[src/rtl/vga_mode_ctrl_if.sv]
// Mode request channel for vga_mode_ctrl: a valid/ready handshake that carries
// the eight requested horizontal/vertical timing fields.
interface vga_mode_ctrl_if #(
    parameter int HW = 12,
    parameter int VW = 12
);
    logic          i_mode_valid;
    logic          o_mode_ready;
    logic [HW-1:0] i_hm_width;
    logic [HW-1:0] i_hm_porch;
    logic [HW-1:0] i_hm_synch;
    logic [HW-1:0] i_hm_raw;
    logic [VW-1:0] i_vm_height;
    logic [VW-1:0] i_vm_porch;
    logic [VW-1:0] i_vm_synch;
    logic [VW-1:0] i_vm_raw;

    modport master (
        output i_mode_valid,
        output i_hm_width, i_hm_porch, i_hm_synch, i_hm_raw,
        output i_vm_height, i_vm_porch, i_vm_synch, i_vm_raw,
        input  o_mode_ready
    );

    modport slave (
        input  i_mode_valid,
        input  i_hm_width, i_hm_porch, i_hm_synch, i_hm_raw,
        input  i_vm_height, i_vm_porch, i_vm_synch, i_vm_raw,
        output o_mode_ready
    );
endinterface

[src/rtl/vga_mode_ctrl.sv]
// VGA mode controller: buffers a mode request and applies it at the next frame boundary,
// holding the timing generator in reset while switching. Optional MODE_CHECK_EN rejects malformed modes.
module vga_mode_ctrl #(
    parameter int HW          = 12,
    parameter int VW          = 12,
    parameter int HOLD_CYCLES = 4,
    parameter int DEF_HW      = 640,
    parameter int DEF_HP      = 656,
    parameter int DEF_HS      = 752,
    parameter int DEF_HR      = 800,
    parameter int DEF_VH      = 480,
    parameter int DEF_VP      = 490,
    parameter int DEF_VS      = 492,
    parameter int DEF_VR      = 525
) (
    input  logic                 i_pixclk,
    input  logic                 i_reset_n,
    vga_mode_ctrl_if.slave       req,
    input  logic                 i_newframe,
    output logic [HW-1:0]        o_hm_width,
    output logic [HW-1:0]        o_hm_porch,
    output logic [HW-1:0]        o_hm_synch,
    output logic [HW-1:0]        o_hm_raw,
    output logic [VW-1:0]        o_vm_height,
    output logic [VW-1:0]        o_vm_porch,
    output logic [VW-1:0]        o_vm_synch,
    output logic [VW-1:0]        o_vm_raw,
    output logic                 o_vga_reset,
    output logic                 o_busy,
    output logic                 o_err,
    output logic [7:0]           o_changes
);
    typedef enum logic [1:0] {IDLE, PEND, LOAD, HOLD} state_t;

    localparam logic [7:0] HOLD_INIT = 8'(HOLD_CYCLES - 1);

    state_t        state, state_nx;
    logic [7:0]    hold_cnt;
    logic          mode_ready;
    logic          req_ok;
    logic [HW-1:0] sh_hm_width, sh_hm_porch, sh_hm_synch, sh_hm_raw;
    logic [VW-1:0] sh_vm_height, sh_vm_porch, sh_vm_synch, sh_vm_raw;

    assign req.o_mode_ready = mode_ready;

    // Reset parks the FSM in HOLD so the timing generator stays in reset for HOLD_CYCLES after release.
    always_ff @(posedge i_pixclk or negedge i_reset_n) begin
        if (!i_reset_n) begin
            state <= HOLD;
        end else begin
            state <= state_nx;
        end
    end

    always_comb begin
        state_nx    = state;
        mode_ready  = 1'b0;
        o_busy      = 1'b1;
        o_vga_reset = 1'b0;
        case (state)
            IDLE: begin
                mode_ready = 1'b1;
                o_busy     = 1'b0;
                if (req.i_mode_valid) state_nx = PEND;
            end
            PEND: begin
                if (!req_ok)         state_nx = IDLE;
                else if (i_newframe) state_nx = LOAD;
            end
            LOAD: begin
                o_vga_reset = 1'b1;
                state_nx    = HOLD;
            end
            HOLD: begin
                o_vga_reset = 1'b1;
                if (hold_cnt == 8'd0) state_nx = IDLE;
            end
            default: state_nx = IDLE;
        endcase
    end

    always_ff @(posedge i_pixclk or negedge i_reset_n) begin
        if (!i_reset_n) begin
            hold_cnt     <= HOLD_INIT;
            o_changes    <= 8'd0;
            o_hm_width   <= HW'(DEF_HW);
            o_hm_porch   <= HW'(DEF_HP);
            o_hm_synch   <= HW'(DEF_HS);
            o_hm_raw     <= HW'(DEF_HR);
            o_vm_height  <= VW'(DEF_VH);
            o_vm_porch   <= VW'(DEF_VP);
            o_vm_synch   <= VW'(DEF_VS);
            o_vm_raw     <= VW'(DEF_VR);
            sh_hm_width  <= '0;
            sh_hm_porch  <= '0;
            sh_hm_synch  <= '0;
            sh_hm_raw    <= '0;
            sh_vm_height <= '0;
            sh_vm_porch  <= '0;
            sh_vm_synch  <= '0;
            sh_vm_raw    <= '0;
        end else begin
            if (mode_ready && req.i_mode_valid) begin
                sh_hm_width  <= req.i_hm_width;
                sh_hm_porch  <= req.i_hm_porch;
                sh_hm_synch  <= req.i_hm_synch;
                sh_hm_raw    <= req.i_hm_raw;
                sh_vm_height <= req.i_vm_height;
                sh_vm_porch  <= req.i_vm_porch;
                sh_vm_synch  <= req.i_vm_synch;
                sh_vm_raw    <= req.i_vm_raw;
            end
            // The active mode only ever moves here, while the generator is held in reset.
            if (state == LOAD) begin
                o_hm_width  <= sh_hm_width;
                o_hm_porch  <= sh_hm_porch;
                o_hm_synch  <= sh_hm_synch;
                o_hm_raw    <= sh_hm_raw;
                o_vm_height <= sh_vm_height;
                o_vm_porch  <= sh_vm_porch;
                o_vm_synch  <= sh_vm_synch;
                o_vm_raw    <= sh_vm_raw;
                o_changes   <= o_changes + 8'd1;
                hold_cnt    <= HOLD_INIT;
            end else if (state == HOLD && hold_cnt != 8'd0) begin
                hold_cnt <= hold_cnt - 8'd1;
            end
        end
    end

`ifdef MODE_CHECK_EN
    assign req_ok = (sh_hm_width  > HW'(16))   && (sh_hm_width  < sh_hm_porch) &&
                    (sh_hm_porch  < sh_hm_synch) && (sh_hm_synch < sh_hm_raw)  &&
                    (sh_vm_height > VW'(16))   && (sh_vm_height < sh_vm_porch) &&
                    (sh_vm_porch  < sh_vm_synch) && (sh_vm_synch < sh_vm_raw);

    always_ff @(posedge i_pixclk or negedge i_reset_n) begin
        if (!i_reset_n) begin
            o_err <= 1'b0;
        end else if (state == PEND) begin
            o_err <= !req_ok;
        end
    end
`else
    assign req_ok = 1'b1;
    assign o_err  = 1'b0;
`endif

endmodule

[src/flat_wrapper.sv]
// flat-port wrapper written by rule: the top's interface ports become plain ports
module vga_mode_ctrl_flat 
#(
    parameter int HW          = 12,
    parameter int VW          = 12,
    parameter int HOLD_CYCLES = 4,
    parameter int DEF_HW      = 640,
    parameter int DEF_HP      = 656,
    parameter int DEF_HS      = 752,
    parameter int DEF_HR      = 800,
    parameter int DEF_VH      = 480,
    parameter int DEF_VP      = 490,
    parameter int DEF_VS      = 492,
    parameter int DEF_VR      = 525
)
  (i_pixclk, i_reset_n, i_newframe, o_hm_width, o_hm_porch, o_hm_synch, o_hm_raw, o_vm_height, o_vm_porch, o_vm_synch, o_vm_raw, o_vga_reset, o_busy, o_err, o_changes, req_i_mode_valid, req_i_hm_width, req_i_hm_porch, req_i_hm_synch, req_i_hm_raw, req_i_vm_height, req_i_vm_porch, req_i_vm_synch, req_i_vm_raw, req_o_mode_ready);
  vga_mode_ctrl_if #(.HW(HW), .VW(VW)) req_i ();
  input  logic i_pixclk;
  input  logic i_reset_n;
  input  logic i_newframe;
  output logic [HW-1:0] o_hm_width;
  output logic [HW-1:0] o_hm_porch;
  output logic [HW-1:0] o_hm_synch;
  output logic [HW-1:0] o_hm_raw;
  output logic [VW-1:0] o_vm_height;
  output logic [VW-1:0] o_vm_porch;
  output logic [VW-1:0] o_vm_synch;
  output logic [VW-1:0] o_vm_raw;
  output logic o_vga_reset;
  output logic o_busy;
  output logic o_err;
  output logic [7:0] o_changes;
  input wire logic [$bits(req_i.i_mode_valid)-1:0] req_i_mode_valid;
  input wire logic [$bits(req_i.i_hm_width)-1:0] req_i_hm_width;
  input wire logic [$bits(req_i.i_hm_porch)-1:0] req_i_hm_porch;
  input wire logic [$bits(req_i.i_hm_synch)-1:0] req_i_hm_synch;
  input wire logic [$bits(req_i.i_hm_raw)-1:0] req_i_hm_raw;
  input wire logic [$bits(req_i.i_vm_height)-1:0] req_i_vm_height;
  input wire logic [$bits(req_i.i_vm_porch)-1:0] req_i_vm_porch;
  input wire logic [$bits(req_i.i_vm_synch)-1:0] req_i_vm_synch;
  input wire logic [$bits(req_i.i_vm_raw)-1:0] req_i_vm_raw;
  output wire logic [$bits(req_i.o_mode_ready)-1:0] req_o_mode_ready;
  assign req_i.i_mode_valid = req_i_mode_valid;
  assign req_i.i_hm_width = req_i_hm_width;
  assign req_i.i_hm_porch = req_i_hm_porch;
  assign req_i.i_hm_synch = req_i_hm_synch;
  assign req_i.i_hm_raw = req_i_hm_raw;
  assign req_i.i_vm_height = req_i_vm_height;
  assign req_i.i_vm_porch = req_i_vm_porch;
  assign req_i.i_vm_synch = req_i_vm_synch;
  assign req_i.i_vm_raw = req_i_vm_raw;
  assign req_o_mode_ready = req_i.o_mode_ready;
  vga_mode_ctrl #(.HW(HW), .VW(VW), .HOLD_CYCLES(HOLD_CYCLES), .DEF_HW(DEF_HW), .DEF_HP(DEF_HP), .DEF_HS(DEF_HS), .DEF_HR(DEF_HR), .DEF_VH(DEF_VH), .DEF_VP(DEF_VP), .DEF_VS(DEF_VS), .DEF_VR(DEF_VR)) u_core (.i_pixclk(i_pixclk), .i_reset_n(i_reset_n), .req(req_i), .i_newframe(i_newframe), .o_hm_width(o_hm_width), .o_hm_porch(o_hm_porch), .o_hm_synch(o_hm_synch), .o_hm_raw(o_hm_raw), .o_vm_height(o_vm_height), .o_vm_porch(o_vm_porch), .o_vm_synch(o_vm_synch), .o_vm_raw(o_vm_raw), .o_vga_reset(o_vga_reset), .o_busy(o_busy), .o_err(o_err), .o_changes(o_changes));
endmodule
[config.mk]
export PLATFORM = sky130hd
export DESIGN_NAME = vga_mode_ctrl_flat
export DESIGN_NICKNAME = d
export VERILOG_FILES = /design/src/rtl/vga_mode_ctrl_if.sv /design/src/rtl/vga_mode_ctrl.sv /design/src/flat_wrapper.sv
export SDC_FILE = /design/constraint.sdc
export NUM_CORES = 1
export LEC_CHECK = 0
export BUFFER_PORTS_ARGS = -buffer_cell sky130_fd_sc_hd__buf_2
export CAP_MARGIN = 0
export CORE_MARGIN = 2
export CORE_UTILIZATION = 40
export CTS_CLUSTER_DIAMETER = 60
export DETAILED_ROUTE_END_ITERATION = 10
export PLACE_DENSITY = 0.74
export SETUP_SLACK_MARGIN = 0.15
export SLEW_MARGIN = 20
export SYNTH_ARGS = -nofsm -noshare
export SYNTH_HDL_FRONTEND = slang
export SYNTH_SLANG_ARGS = --single-unit
[constraint.sdc]
create_clock -name i_pixclk -period 4.1 [get_ports i_pixclk]
set_input_delay 0.205 -clock i_pixclk [delete_from_list [all_inputs] [get_ports i_pixclk]]
set_output_delay 0.205 -clock i_pixclk [all_outputs]
set_load 0.02 [all_outputs]
Word level (Yosys, flattened, before mapping):

Cells that the tools add are included.

* word-level logic and storage cells: 44
* flip-flop bits (word level): 210
* output and inout port bits: 108

* reductions and logical operators: 8
* multiplexer cells: 9
* equality and inequality tests: 6
* add/subtract/negate cells: 2

Operators with widths (count)
* $mux W8: 2
* $add A8 B1 Y8 const B: 1
* $logic_not A8 Y1: 1
* $pmux W2 S4: 1
* $reduce_bool A8 Y1: 1
* $sub A8 B1 Y8 const B: 1
* $mux W2: 3
* $eq A2 B2 Y1 const B: 2
* $ne A2 B2 Y1 const B: 2
* $mux W1: 3
* $reduce_and A3 Y1: 1
* $eq A2 B1 Y1 const B: 1
* $logic_and A1 B1 Y1: 2
* $logic_not A2 Y1: 1
* $ne A2 B1 Y1 const B: 1
* $reduce_bool A2 Y1: 1
* $reduce_or A2 Y1: 1

Longest topological paths before layout:

Gate-level depths: netlist (run 1).

* depth in word-level cells: 4
* gate-level depth with buffers: 7
* mapped depth without buffers: 6

Worst setup path after synthesis (run 1):

Ideal clock, no wire load.

* kind: register to register
* start point: reg u_core.state[0]
* end point: reg u_core.sh_hm_raw[0]
* path buffers: 2
* stages on the path, launching flop included: 7
* path slack: 2.022 ns
* arrival: 1.954 ns
* library setup time: 0.125 ns
* clock period less this slack: 2.078 ns
* required time: 3.975 ns
* path through: dfstp_2 inv_1 ha_1 nand2_1 buf_1 buf_2 mux2_2

* longest elaborated chain between the ends: 3

Ends and longest elaborated chain
* start, declared: RTL line vga_mode_ctrl.sv:37 `state_t state, state_nx;`
* start signal, assigned: RTL line vga_mode_ctrl.sv:51 `state <= state_nx;`
* $logic_not A2 Y1: RTL line vga_mode_ctrl.sv:60 `case (state)`
* $mux W1: RTL line vga_mode_ctrl.sv:60
* net req_o_mode_ready: RTL line flat_wrapper.sv:42 `output wire logic [$bits(req_i.o_mode_ready)-1:0] req_o_mode_ready;`
* $logic_and A1 B1 Y1: RTL line vga_mode_ctrl.sv:103 `if (mode_ready && req.i_mode_valid) begin`
* end signal, assigned: RTL line vga_mode_ctrl.sv:107 `sh_hm_raw <= req.i_hm_raw;`
* end, declared: RTL line vga_mode_ctrl.sv:41 `logic [HW-1:0] sh_hm_width, sh_hm_porch, sh_hm_synch, sh_hm_raw;`

The timed path passes the listed nets, and every way through them passes these cells.
A chain may end at the register's enable or synchronous reset.

Final worst setup path (run 1):

* start point: reg u_core.state[0]
* end point: reg u_core.sh_vm_synch[0]

* longest elaborated chain between the ends: 3

Ends and longest elaborated chain
* $logic_not A2 Y1: RTL line vga_mode_ctrl.sv:60
* $mux W1: RTL line vga_mode_ctrl.sv:60
* $logic_and A1 B1 Y1: RTL line vga_mode_ctrl.sv:103
* end signal, assigned: RTL line vga_mode_ctrl.sv:110 `sh_vm_synch <= req.i_vm_synch;`
* end, declared: RTL line vga_mode_ctrl.sv:42 `logic [VW-1:0] sh_vm_height, sh_vm_porch, sh_vm_synch, sh_vm_raw;`

No other way between the ends.

==> impl_metrics.csv, run 1 <==
group,metric,value,unit
setup_path,crit_path_start_kind,"register",
floorplan,initial_core_util,40.38,%
routing,dr.pass1.iters,4,
synthesis,ys_top_cells_by_area,"dfrtp_1 (54%), mux2_2 (27%), dfstp_2 (12%)",
power_and_ir_drop,p_per_area,835.8,nW/um^2
sta,worstMarginPinSlew,0.8877,ns
floorplan,io_pins,208,
sta,max_freq,424.3,MHz
setup_path,crit_fanout,49,
clock_network,cts_resized,0,
setup_path,worstPathArrival,2.73,ns
clock_network,clock_latency,0.49,ns
setup_path,required,4.47,ns
routing,drc,0,
clock_network,post_cts_buffers,0,
sta,final_max_slew_viol_count,0,
clock_network,clock_path_buffers,3,
sta,skew,0.007324,ns
final_layout,n_antenna_cell,0,
synthesis,async_flop_share,100.0,%
synthesis,syn_nets,607,
grt,grt_pass1_vias,5654,
clock_network,cts_tree,"done",
grt,grt_pass1_wl,28.53,mm
routing,drtIter0Drc,174,
synthesis,yosysTopAreaCell,"dfrtp_1",
placement,hpwl,10.15,mm
routing,ant_nets,0,
placement,place_congestion,0.7818,
floorplan,die_y,146.2,microns
clock_network,cts-root-buf,"clkbuf_16",
synthesis,yosysTopAreaCellShare,53.50,%
synthesis,synth_edf_count,0,
final_layout,drive_above_1_share,58.69,%
final_layout,nets,915,
synthesis,synth_seq_cells,210,
grt,grt_max_degree,113,
clock_network,clk_pin_slew,0.06,ns
setup_path,crit_type,"register to register",
sta,fin_setup_tns,0,ns
floorplan,die_w,146.2,microns
clock_network,numCtsBuffers,23,
routing,vias,5123,
final_layout,area_growth_syn_to_layout,37.68,%
status,status,"completed",
grt,grt_usage,16.13,%
setup_path,end_kind,"register",
synthesis,yosysWarnings,0,
routing,wl_per_cell,15.78,microns
sta,rsz0062_at_grt,"false",
grt,antenna_found_initial,0,
sta,period_needed,2.357,ns
synthesis,syn_inst,499,
sta,slew_headroom,40.82,%
placement,port_buffers,206,
clock_network,htree_levels,1,
run,drv_cap,0,
synthesis,synthDistinctLibCells,35,
routing,drt_wl_total,17.25,mm
synthesis,yosys-top-cells-count,"mux2_2 (193), dfrtp_1 (173), dfstp_2 (37), nor2_1 (11), buf_1 (10)",
power_and_ir_drop,leakage,5.116,nW
power_and_ir_drop,ir_drop,474.1,uV
sta,min_period_over_period,57.49,%
synthesis,synth_area,8092,sq um
floorplan,rows,52,
clock_network,clock-sinks,210,
worst_hold_path,hold_class,"primary input to register",
synthesis,synth_ff_type,"dfrtp_1",
floorplan,core,20040,sq um
floorplan,dieArea,21380,sq um
synthesis,synth.most_common_cell,"mux2_2",
routing,viasPerCell,4.687,
grt,overflow,0,
placement,dp_worst_setup_slack,1.725,ns
synthesis,syn_avg_cell_area,16.22,sq um
sta,hold_viol_final,0,
sta,layout_setup_ws,1.743,ns
sta,setup_viol,0,
clock_network,holdBufCountCts,97,
synthesis,yosysSeqAreaShare,65.52,%
cells in the final DEF, fill, tap and decap left out, types with 2 or more instances in the layout:
cell type / synthesis / final
clkinvlp_4: 0 / 2
a211oi_1: 2 / 2
mux2i_1: 3 / 3
dlygate4sd3_1: 0 / 97
xor2_1: 3 / 3
dfrtp_1: 173 / 173
ha_1: 8 / 7
inv_1: 6 / 6
dfstp_2: 37 / 37
buf_2: 9 / 205
clkbuf_1: 4 / 7
nand2_1: 6 / 5
nand4_1: 3 / 3
clkbuf_16: 0 / 23
buf_12: 0 / 3
clkinv_2: 0 / 2
a21oi_1: 5 / 5
nor3b_1: 3 / 3
xnor2_1: 5 / 5
nor2_1: 11 / 11
mux2_2: 193 / 193
clkbuf_8: 0 / 7
cell families after synthesis:
| logic type | after synthesis | synth area share (%) |
|---|---|---|
| other | 1 | 0.04634 |
| xor gates and xnor gates | 8 | 0.8660 |
| adders and majority gates | 8 | 1.237 |
| DFF | 210 | 65.52 |
| buffers and inverters | 30 | 1.577 |
| AOI/OAI and AO/OA | 12 | 1.144 |
| and+or+nand+nor | 33 | 2.196 |
| muxes | 197 | 27.42 |
per-layer routing:
| layer | vias to the layer above | part of all wire (%) | global-route usage (%) |
|---|---|---|---|
| li1 | 2368 | - | - |
| met1 | 2567 | 42 | 20.17 |
| met2 | 154 | 49 | 27.83 |
| met3 | 34 | 5.8 | 4.219 |
| met4 | 0 | 2.5 | 4.515 |
| met5 | - | 0 | 0 |
per-stage QoR:
| stage | hold slack, ns | util (%) | instance area [sq um] | cells | total power, mW |
|---|---|---|---|---|---|
| after CTS | 0.03455 | 55.59 | 11140 | 1093 | 9.396 |
| after global routing | 0.05667 | 55.59 | 11140 | 1093 | 9.870 |
| after floorplan | -0.09059 | - | 8092 | 499 | 6.239 |
| after detailed placement | 0.3848 | 47.17 | 9452 | 955 | 7.327 |
| after global placement | 0.3798 | 47.17 | 9452 | 955 | 7.192 |
| final | 0.05889 | 55.59 | 11140 | 1093 | 9.312 |
state kept, by name (all words and copies together) (netlist names):
name / cells
u_core.o_vm_raw: 12
u_core.sh_vm_porch: 12
u_core.o_vm_height: 12
u_core.o_hm_synch: 12
u_core.sh_hm_raw: 12
u_core.o_hm_raw: 12
u_core.o_vm_synch: 12
u_core.o_vm_porch: 12
u_core.sh_hm_porch: 12
u_core.sh_vm_height: 12
u_core.sh_hm_synch: 12
u_core.o_hm_width: 12
u_core.hold_cnt: 8
u_core.o_changes: 8
u_core.state: 2
u_core.sh_vm_raw: 12
u_core.sh_hm_width: 12
u_core.o_hm_porch: 12
u_core.sh_vm_synch: 12
power breakdown:
group	internal, mW	switching (mW)	total, mW
registers	3.27	0.532	3.80
clock network	1.15	0.799	1.95
logic	1.78	1.79	3.57
path summary, 6_finish.rpt:
| kind | from | endpoint | slack [ns] | depth (start not counted) |
|---|---|---|---|---|
| setup / recovery | u_core.state[0] | u_core.sh_vm_synch[0] | 1.74 | 5 |
| hold / removal | i_newframe | u_core.state[0] | 0.06 | 3 |
| setup reg to reg | u_core.state[0] | u_core.sh_vm_synch[0] | 1.74 | 5 |
| hold reg to reg | u_core.o_changes[7] | u_core.o_changes[7] | 0.49 | 1 |
| max in group asynchronous | i_reset_n | u_core.o_vm_synch[2] | 2.68 | 3 |
| min in group asynchronous | i_reset_n | u_core.o_changes[5] | 0.37 | 2 |
area by class of cell:
type / instances / area [sq um]
timing repair buffer: 307 / 2078
inverter: 6 / 22.52
sequential: 210 / 5301
multi-input combinational: 259 / 2683
clock buffer: 36 / 684.4
clock inverter: 5 / 33.78
tap: 270 / 337.8
fill: 1633 / 8899
worst max-delay path, stage by stage, from the launching register on:
cell	delay, ns
dfstp_2	0.54
inv_1	0.10
ha_1	0.27
nand2_4	0.54
buf_12	0.34
mux2_2	0.38
Power figures use the tool's default switching activity.
==> run 2, diff against run 1 <==
--- a/config.mk
+++ b/config.mk
@@ -5,13 +5,14 @@
 export SDC_FILE = /design/constraint.sdc
 export NUM_CORES = 1
 export LEC_CHECK = 0
+export ABC_AREA = 1
 export BUFFER_PORTS_ARGS = -buffer_cell sky130_fd_sc_hd__buf_2
 export CAP_MARGIN = 0
 export CORE_MARGIN = 2
 export CORE_UTILIZATION = 40
 export CTS_CLUSTER_DIAMETER = 60
 export DETAILED_ROUTE_END_ITERATION = 10
-export PLACE_DENSITY = 0.74
+export PLACE_DENSITY = 0.76
 export SETUP_SLACK_MARGIN = 0.15
 export SLEW_MARGIN = 20
 export SYNTH_ARGS = -nofsm -noshare
==> constraint.sdc (replaced) <==
create_clock -name i_pixclk -period 2.1 [get_ports i_pixclk]
set_input_delay 0.105 -clock i_pixclk [delete_from_list [all_inputs] [get_ports i_pixclk]]
set_output_delay 0.105 -clock i_pixclk [all_outputs]
set_load 0.02 [all_outputs]
==> run 2 against run 1 <==
Compared with the run above:
- first-iteration DRC count rose by 49%
- global-route usage is 2.1 points higher
- core utilization is 0.59 points higher
- synthesized cell count rose by 49%
- combinational power increased by 110%
- maximum frequency increased by 26%
- critical path depth did not move
- critical path type unchanged
==> impl_metrics.csv, run 2 <==
group,metric,value,unit
status,status,"completed",
routing,drc,0,
routing,viasPerCell,4.627,
sta,hold_ws,0.05513,ns
placement,place_congestion,0.7763,
grt,grt_max_degree,63,
routing,ant_nets,0,
worst_hold_path,hold_class,"primary input to register",
grt,grt_pass1_vias,6448,
synthesis,synth_area,8428,sq um
final_layout,post-route-util,56.18,%
floorplan,die_y,149.2,microns
synthesis,ys_top_cells_by_area,"dfrtp_1 (51%), nand2_1 (15%), dfstp_2 (12%)",
power_and_ir_drop,p_clk_share,23.9,%
power_and_ir_drop,p_sw_share,36.49,%
clock_network,clock_path_buffers,3,
synthesis,syn_inst,742,
synthesis,syn_avg_cell_area,11.36,sq um
floorplan,initial_core_util,40.48,%
power_and_ir_drop,p_per_area,1663,nW/um^2
power_and_ir_drop,seqPwrFrac,38.3,%
final_layout,layoutNonFillerInstCount,1343,
setup_path,required,2.48,ns
final_layout,layout_commonest_cell,"nand2_1",
floorplan,die_w,149.2,microns
floorplan,rows,53,
final_layout,drive_above_1_share,37.92,%
synthesis,synth_ff_type,"dfrtp_1",
grt,overflow,0,
sta,period_needed,1.871,ns
sta,max_freq,534.6,MHz
sta,fin_setup_tns,0,ns
sta,layout_setup_ws,0.2293,ns
sta,final_max_slew_viol_count,0,
power_and_ir_drop,p_comb_share,37.7,%
grt,grt_pass1_wl,32.78,mm
routing,drtIter0Drc,259,
power_and_ir_drop,ir_drop,827.3,uV
setup_path,crit_path_start_kind,"register",
final_layout,n_antenna_cell,0,
clock_network,clock-sinks,210,
power_and_ir_drop,netSwitchingPower,7.097,mW
sta,rsz0062_at_grt,"false",
synthesis,yosys-top-cells-count,"nand2_1 (333), dfrtp_1 (173), mux2_2 (56), mux2_4 (40), dfstp_2 (37)",
clock_network,cts-root-buf,"clkbuf_16",
synthesis,synth.most_common_cell,"nand2_1",
final_layout,layout_common_cells,"nand2_1 (332), buf_2 (205), dfrtp_1 (173)",
grt,grt_usage,18.24,%
floorplan,core,20820,sq um
synthesis,yosysSeqAreaShare,62.90,%
setup_path,end_kind,"register",
final_layout,area_growth_syn_to_layout,38.81,%
synthesis,synth_seq_cells,210,
grt,antenna_found_initial,0,
power_and_ir_drop,leakage,6.115,nW
clock_network,numCtsBuffers,24,
setup_path,worstPathArrival,2.25,ns
synthesis,synth_edf_count,0,
clock_network,clock_latency,0.51,ns
clock_network,cts_tree,"done",
synthesis,syn_nets,850,
floorplan,io_pins,208,
power_and_ir_drop,total_power,19.45,mW
synthesis,yosysWarnings,0,
synthesis,yosysTopAreaCellShare,51.37,%
placement,place_inst,1201,
final_layout,fin_area,11700,sq um
routing,drt_wl_total,20.32,mm
routing,dr.pass1.iters,4,
placement,hpwl,12.04,mm
clock_network,post_cts_buffers,0,
clock_network,clk_pin_slew,0.06,ns
synthesis,synthDistinctLibCells,30,
floorplan,dieArea,22250,sq um
routing,vias,6214,
synthesis,yosysTopAreaCell,"dfrtp_1",
synthesis,async_flop_share,100.0,%
placement,port_buffers,206,
routing,wl_per_cell,15.13,microns
sta,hold_viol_final,0,
sta,setup_viol,0,
final_layout,nets,1158,
run,drv_cap,0,
setup_path,crit_type,"register to register",
sta,skew,0.01361,ns
power_and_ir_drop,power.internal,12.35,mW
setup_path,crit_fanout,45,
placement,dpl_cell_area,9813,sq um
placement,dp_worst_setup_slack,0.2654,ns
sta,min_period_over_period,89.08,%
clock_network,htree_levels,1,
run 2: changes by cell type in the layout (fill, tap and decap cells not counted), moves of 5 or more:
cell / previous run / this run
nand2_1: 5 / 332
inv_1: 6 / 16
mux2_2: 193 / 56
nand3_1: 1 / 6
mux2_4: 1 / 40
bufinv_16: 0 / 6
run 2: power by group through the flow:
stage | Clock, mW | Combinational [mW] | Sequential, mW
4_1_cts | 4.75 | 7.33 | 7.43
3_5_place_dp | 0 | 7.16 | 7.45
5_1_grt | 4.92 | 8.08 | 7.69
2_1_floorplan | 0 | 3.95 | 8.39
3_3_place_gp | 0 | 6.90 | 7.37
6_report | 4.65 | 7.34 | 7.46
run 2: final cells by class:
cell class	instances	area, sq um
Multi-Input combinational cell	482	2893
Inverter	17	76.32
Clock buffer	30	664.4
Sequential cell	210	5301
Tap cell	275	344.1
Fill cell	1720	9124
Clock inverter	14	229.0
Timing Repair Buffer	315	2191
run 2: path summary, 6_finish.rpt:
kind | startpoint | endpoint | slack (ns) | cells after the start
worst max-delay path | u_core.state[0] | u_core.sh_vm_synch[8] | 0.23 | 5
worst min register to register | u_core.o_vm_synch[6] | u_core.o_vm_synch[6] | 0.46 | 2
min in group asynchronous | i_reset_n | u_core.o_hm_width[4] | 0.11 | 2
max in group asynchronous | i_reset_n | u_core.o_hm_synch[9] | 1.29 | 3
worst max register to register | u_core.state[0] | u_core.sh_vm_synch[8] | 0.23 | 5
worst min-delay path | req_i_mode_valid | u_core.state[0] | 0.06 | 5
run 2: timing repair:
action	4_1_cts	5_1_grt
hold endpoints to repair	274	0
pin swaps	0	0
hold buffers	98	0
setup endpoints to repair	1	1
gates resized for setup	1	2
run 2: kinds of logic after synthesis:
group                    share of synthesized area [%]
buffers and inverters                            3.014
AND/OR/NAND/NOR                                  17.03
multiplexers                                     14.61
flip-flops                                       62.90
adder cells (fa/ha/maj)                          1.188
other                                          0.04449
AO/OA/AOI/OAI                                   0.4899
XOR/XNOR                                        0.7274
run 2: worst max-delay path, cell delays in order (launching register included):
cell and delay (ns):
dfstp_2 0.55, inv_1 0.10, ha_1 0.26, nand2_4 0.10, buf_12 0.30, mux2_2 0.38
run 2: layer usage:
| metal | GRT usage (%) | vias to the layer above | part of all wire [%] | wire (microns) |
|---|---|---|---|---|
| met5 | 0 | - | 0 | 0 |
| met3 | 3.639 | 55 | 5.3 | 1083 |
| met1 | 22.41 | 3012 | 41 | 8431 |
| li1 | - | 2959 | - | - |
| met2 | 31.82 | 188 | 50 | 10190 |
| met4 | 6.857 | 0 | 3.0 | 616 |
==> run 3, diff against run 2 <==
--- a/config.mk
+++ b/config.mk
@@ -5,14 +5,13 @@
 export SDC_FILE = /design/constraint.sdc
 export NUM_CORES = 1
 export LEC_CHECK = 0
-export ABC_AREA = 1
 export BUFFER_PORTS_ARGS = -buffer_cell sky130_fd_sc_hd__buf_2
 export CAP_MARGIN = 0
 export CORE_MARGIN = 2
 export CORE_UTILIZATION = 40
 export CTS_CLUSTER_DIAMETER = 60
 export DETAILED_ROUTE_END_ITERATION = 10
-export PLACE_DENSITY = 0.76
+export PLACE_DENSITY = 0.77
 export SETUP_SLACK_MARGIN = 0.15
 export SLEW_MARGIN = 20
 export SYNTH_ARGS = -nofsm -noshare
==> run 3 against run 2 <==
Compared with the run above:
- design area decreased by 3.0%
- total power is 4.4% lower
- combinational power down 1%
- critical path depth fell by 1
- wire length is 13% lower
- maximum frequency down 0.35%
- sequential share of layout area is 1.4 points higher
- register-to-register slack improved by 0.03 ns
- cell count is 17% lower
- flip-flop and latch count is the same
- core utilization grew 0.45 points
- clock skew is 0.0039 ns lower
==> impl_metrics.csv, run 3 (synthesis results as in run 1) <==
group,metric,value,unit
setup_path,crit_fanout,4,
clock_network,clk_pin_slew,0.06,ns
clock_network,htree_levels,1,
setup_path,required,2.00,ns
clock_network,clock_path_buffers,3,
power_and_ir_drop,leakage,5.234,nW
grt,grt_usage,16.62,%
routing,vias,5223,
grt,grt_max_degree,69,
routing,drt_wl_total,17.72,mm
setup_path,startpoint,"u_core.state[0]",
final_layout,post-route-util,56.63,%
setup_path,r2r_end,"u_core.sh_hm_synch[8]",
setup_path,crit_end,"o_vga_reset",
placement,dpl_cell_area,9584,sq um
grt,grt_pass1_vias,5708,
placement,hpwl,10.91,mm
clock_network,cts-root-buf,"clkbuf_16",
final_layout,fin_area,11350,sq um
sta,min_period_over_period,89.39,%
clock_network,cts_tree,"done",
placement,place_inst,966,
routing,viasPerCell,4.714,
setup_path,crit_path_start_kind,"register",
setup_path,r2r_slack,0.26,ns
sta,fin_setup_tns,0,ns
final_layout,n_antenna_cell,0,
floorplan,die_w,146.2,microns
run,drv_cap,0,
floorplan,core,20040,sq um
floorplan,initial_core_util,40.38,%
grt,grt_pass1_wl,29.24,mm
sta,period_needed,1.877,ns
setup_path,reg2reg_depth,5,
setup_path,crit_type,"register to output port",
setup_path,slowest_delay,0.55,ns
final_layout,layout_common_cells,"buf_2 (205), mux2_2 (193), dfrtp_1 (173)",
grt,antenna_found_initial,0,
routing,ant_nets,0,
worst_hold_path,hold_class,"primary input to register",
routing,wl_per_cell,16.00,microns
final_layout,area_growth_syn_to_layout,40.25,%
setup_path,reg2reg_from,"u_core.state[0]",
power_and_ir_drop,ir_drop,985.0,uV
clock_network,clock_latency,0.49,ns
final_layout,fillers,1588,
final_layout,drive_above_1_share,59.90,%
clock_network,clock-sinks,210,
setup_path,worstPathCellList,"inv_1, ha_4, or2_2, buf_2",
sta,worstMarginPinSlew,0.5663,ns
final_layout,layoutNonFillerInstCount,1108,
floorplan,rows,52,
setup_path,end_kind,"output port",
final_layout,multi_input_area,2696,sq um
floorplan,io_pins,208,
floorplan,die_y,146.2,microns
sta,slew_headroom,62.25,%
setup_path,cp_slowest_cell,"dfstp_2",
routing,drc,0,
final_layout,nets,930,
final_layout,register_area,5301,sq um
floorplan,dieArea,21380,sq um
routing,drtIter0Drc,74,
status,status,"completed",
sta,final_max_slew_viol_count,0,
power_and_ir_drop,p_per_area,1638,nW/um^2
clock_network,numCtsBuffers,23,
sta,setup_viol,0,
final_layout,layout_commonest_cell,"buf_2",
sta,hold_viol_final,0,
setup_path,worstPathArrival,1.77,ns
placement,port_buffers,206,
placement,place_congestion,0.7431,
grt,overflow,0,
sta,rsz0062_at_grt,"false",
sta,max_freq,532.7,MHz
sta,skew,0.009757,ns
routing,dr.pass1.iters,4,
-- run 3: cell type report --
type / count / area share, %
Inverter: 6 / 0.1985
Multi-Input combinational cell: 259 / 23.76
Sequential cell: 210 / 46.71
Timing Repair Buffer: 322 / 19.80
Clock inverter: 11 / 0.9813
Tap cell: 270 / 2.977
Clock buffer: 30 / 5.568
-- run 3: worst min path at each step --
stage,from,to,slack (ns),cells past startpoint
2_1_floorplan,i_reset_n,u_core.hold_cnt[2],-0.19,0
3_3_place_gp,i_reset_n,u_core.sh_hm_raw[8],0.15,1
3_5_place_dp,i_reset_n,u_core.sh_hm_raw[8],0.15,1
4_1_cts,req_i_mode_valid,u_core.state[0],0.001,3
5_1_grt,req_i_mode_valid,u_core.state[0],0.04,3
6_report,req_i_mode_valid,u_core.state[0],0.02,3
-- run 3: per-stage QoR --
step | power (mW) | hold slack [ns] | worst slack [ns]
after global placement | 14.21 | 0.1524 | 0.2549
after CTS | 18.70 | 0.0009528 | 0.1763
final | 18.59 | 0.02003 | 0.2228
after global routing | 19.65 | 0.03702 | 0.1528
after floorplan | 12.18 | -0.1906 | 0.1622
after detailed placement | 14.50 | 0.1530 | 0.2144
-- run 3: layer usage --
layer,share of wire (%),up-vias,track usage [%]
li1,-,2410,-
met2,50,147,29.25
met5,0,-,0
met4,3.1,0,5.049
met1,41,2623,20.20
met3,5.5,43,4.188
-- run 3: report_power, final --
part / internal (mW) / leakage [nW] / switching (mW) / total (mW)
sequential: 6.38 / 2.46 / 1.05 / 7.43
combinational: 3.62 / 2.41 / 3.61 / 7.23
clock: 2.37 / 0.370 / 1.57 / 3.93
total: 12.4 / 5.23 / 6.23 / 18.6
-- run 3: critical path: cells and delay by family, from the launching register on --
kind / cells / cell delay (ns)
buffers and inverters: 2 / 0.26
flip-flops: 1 / 0.55
adder cells (fa/ha/maj): 1 / 0.17
AND/OR/NAND/NOR: 1 / 0.29
-- run 3: what timing repair did --
action	CTS	global route
endpoints found under the hold margin	155	0
gates resized for setup	0	4
endpoints found under the setup margin	1	2
hold buffers	98	0
pin swaps	1	1
buffers inserted	2	1
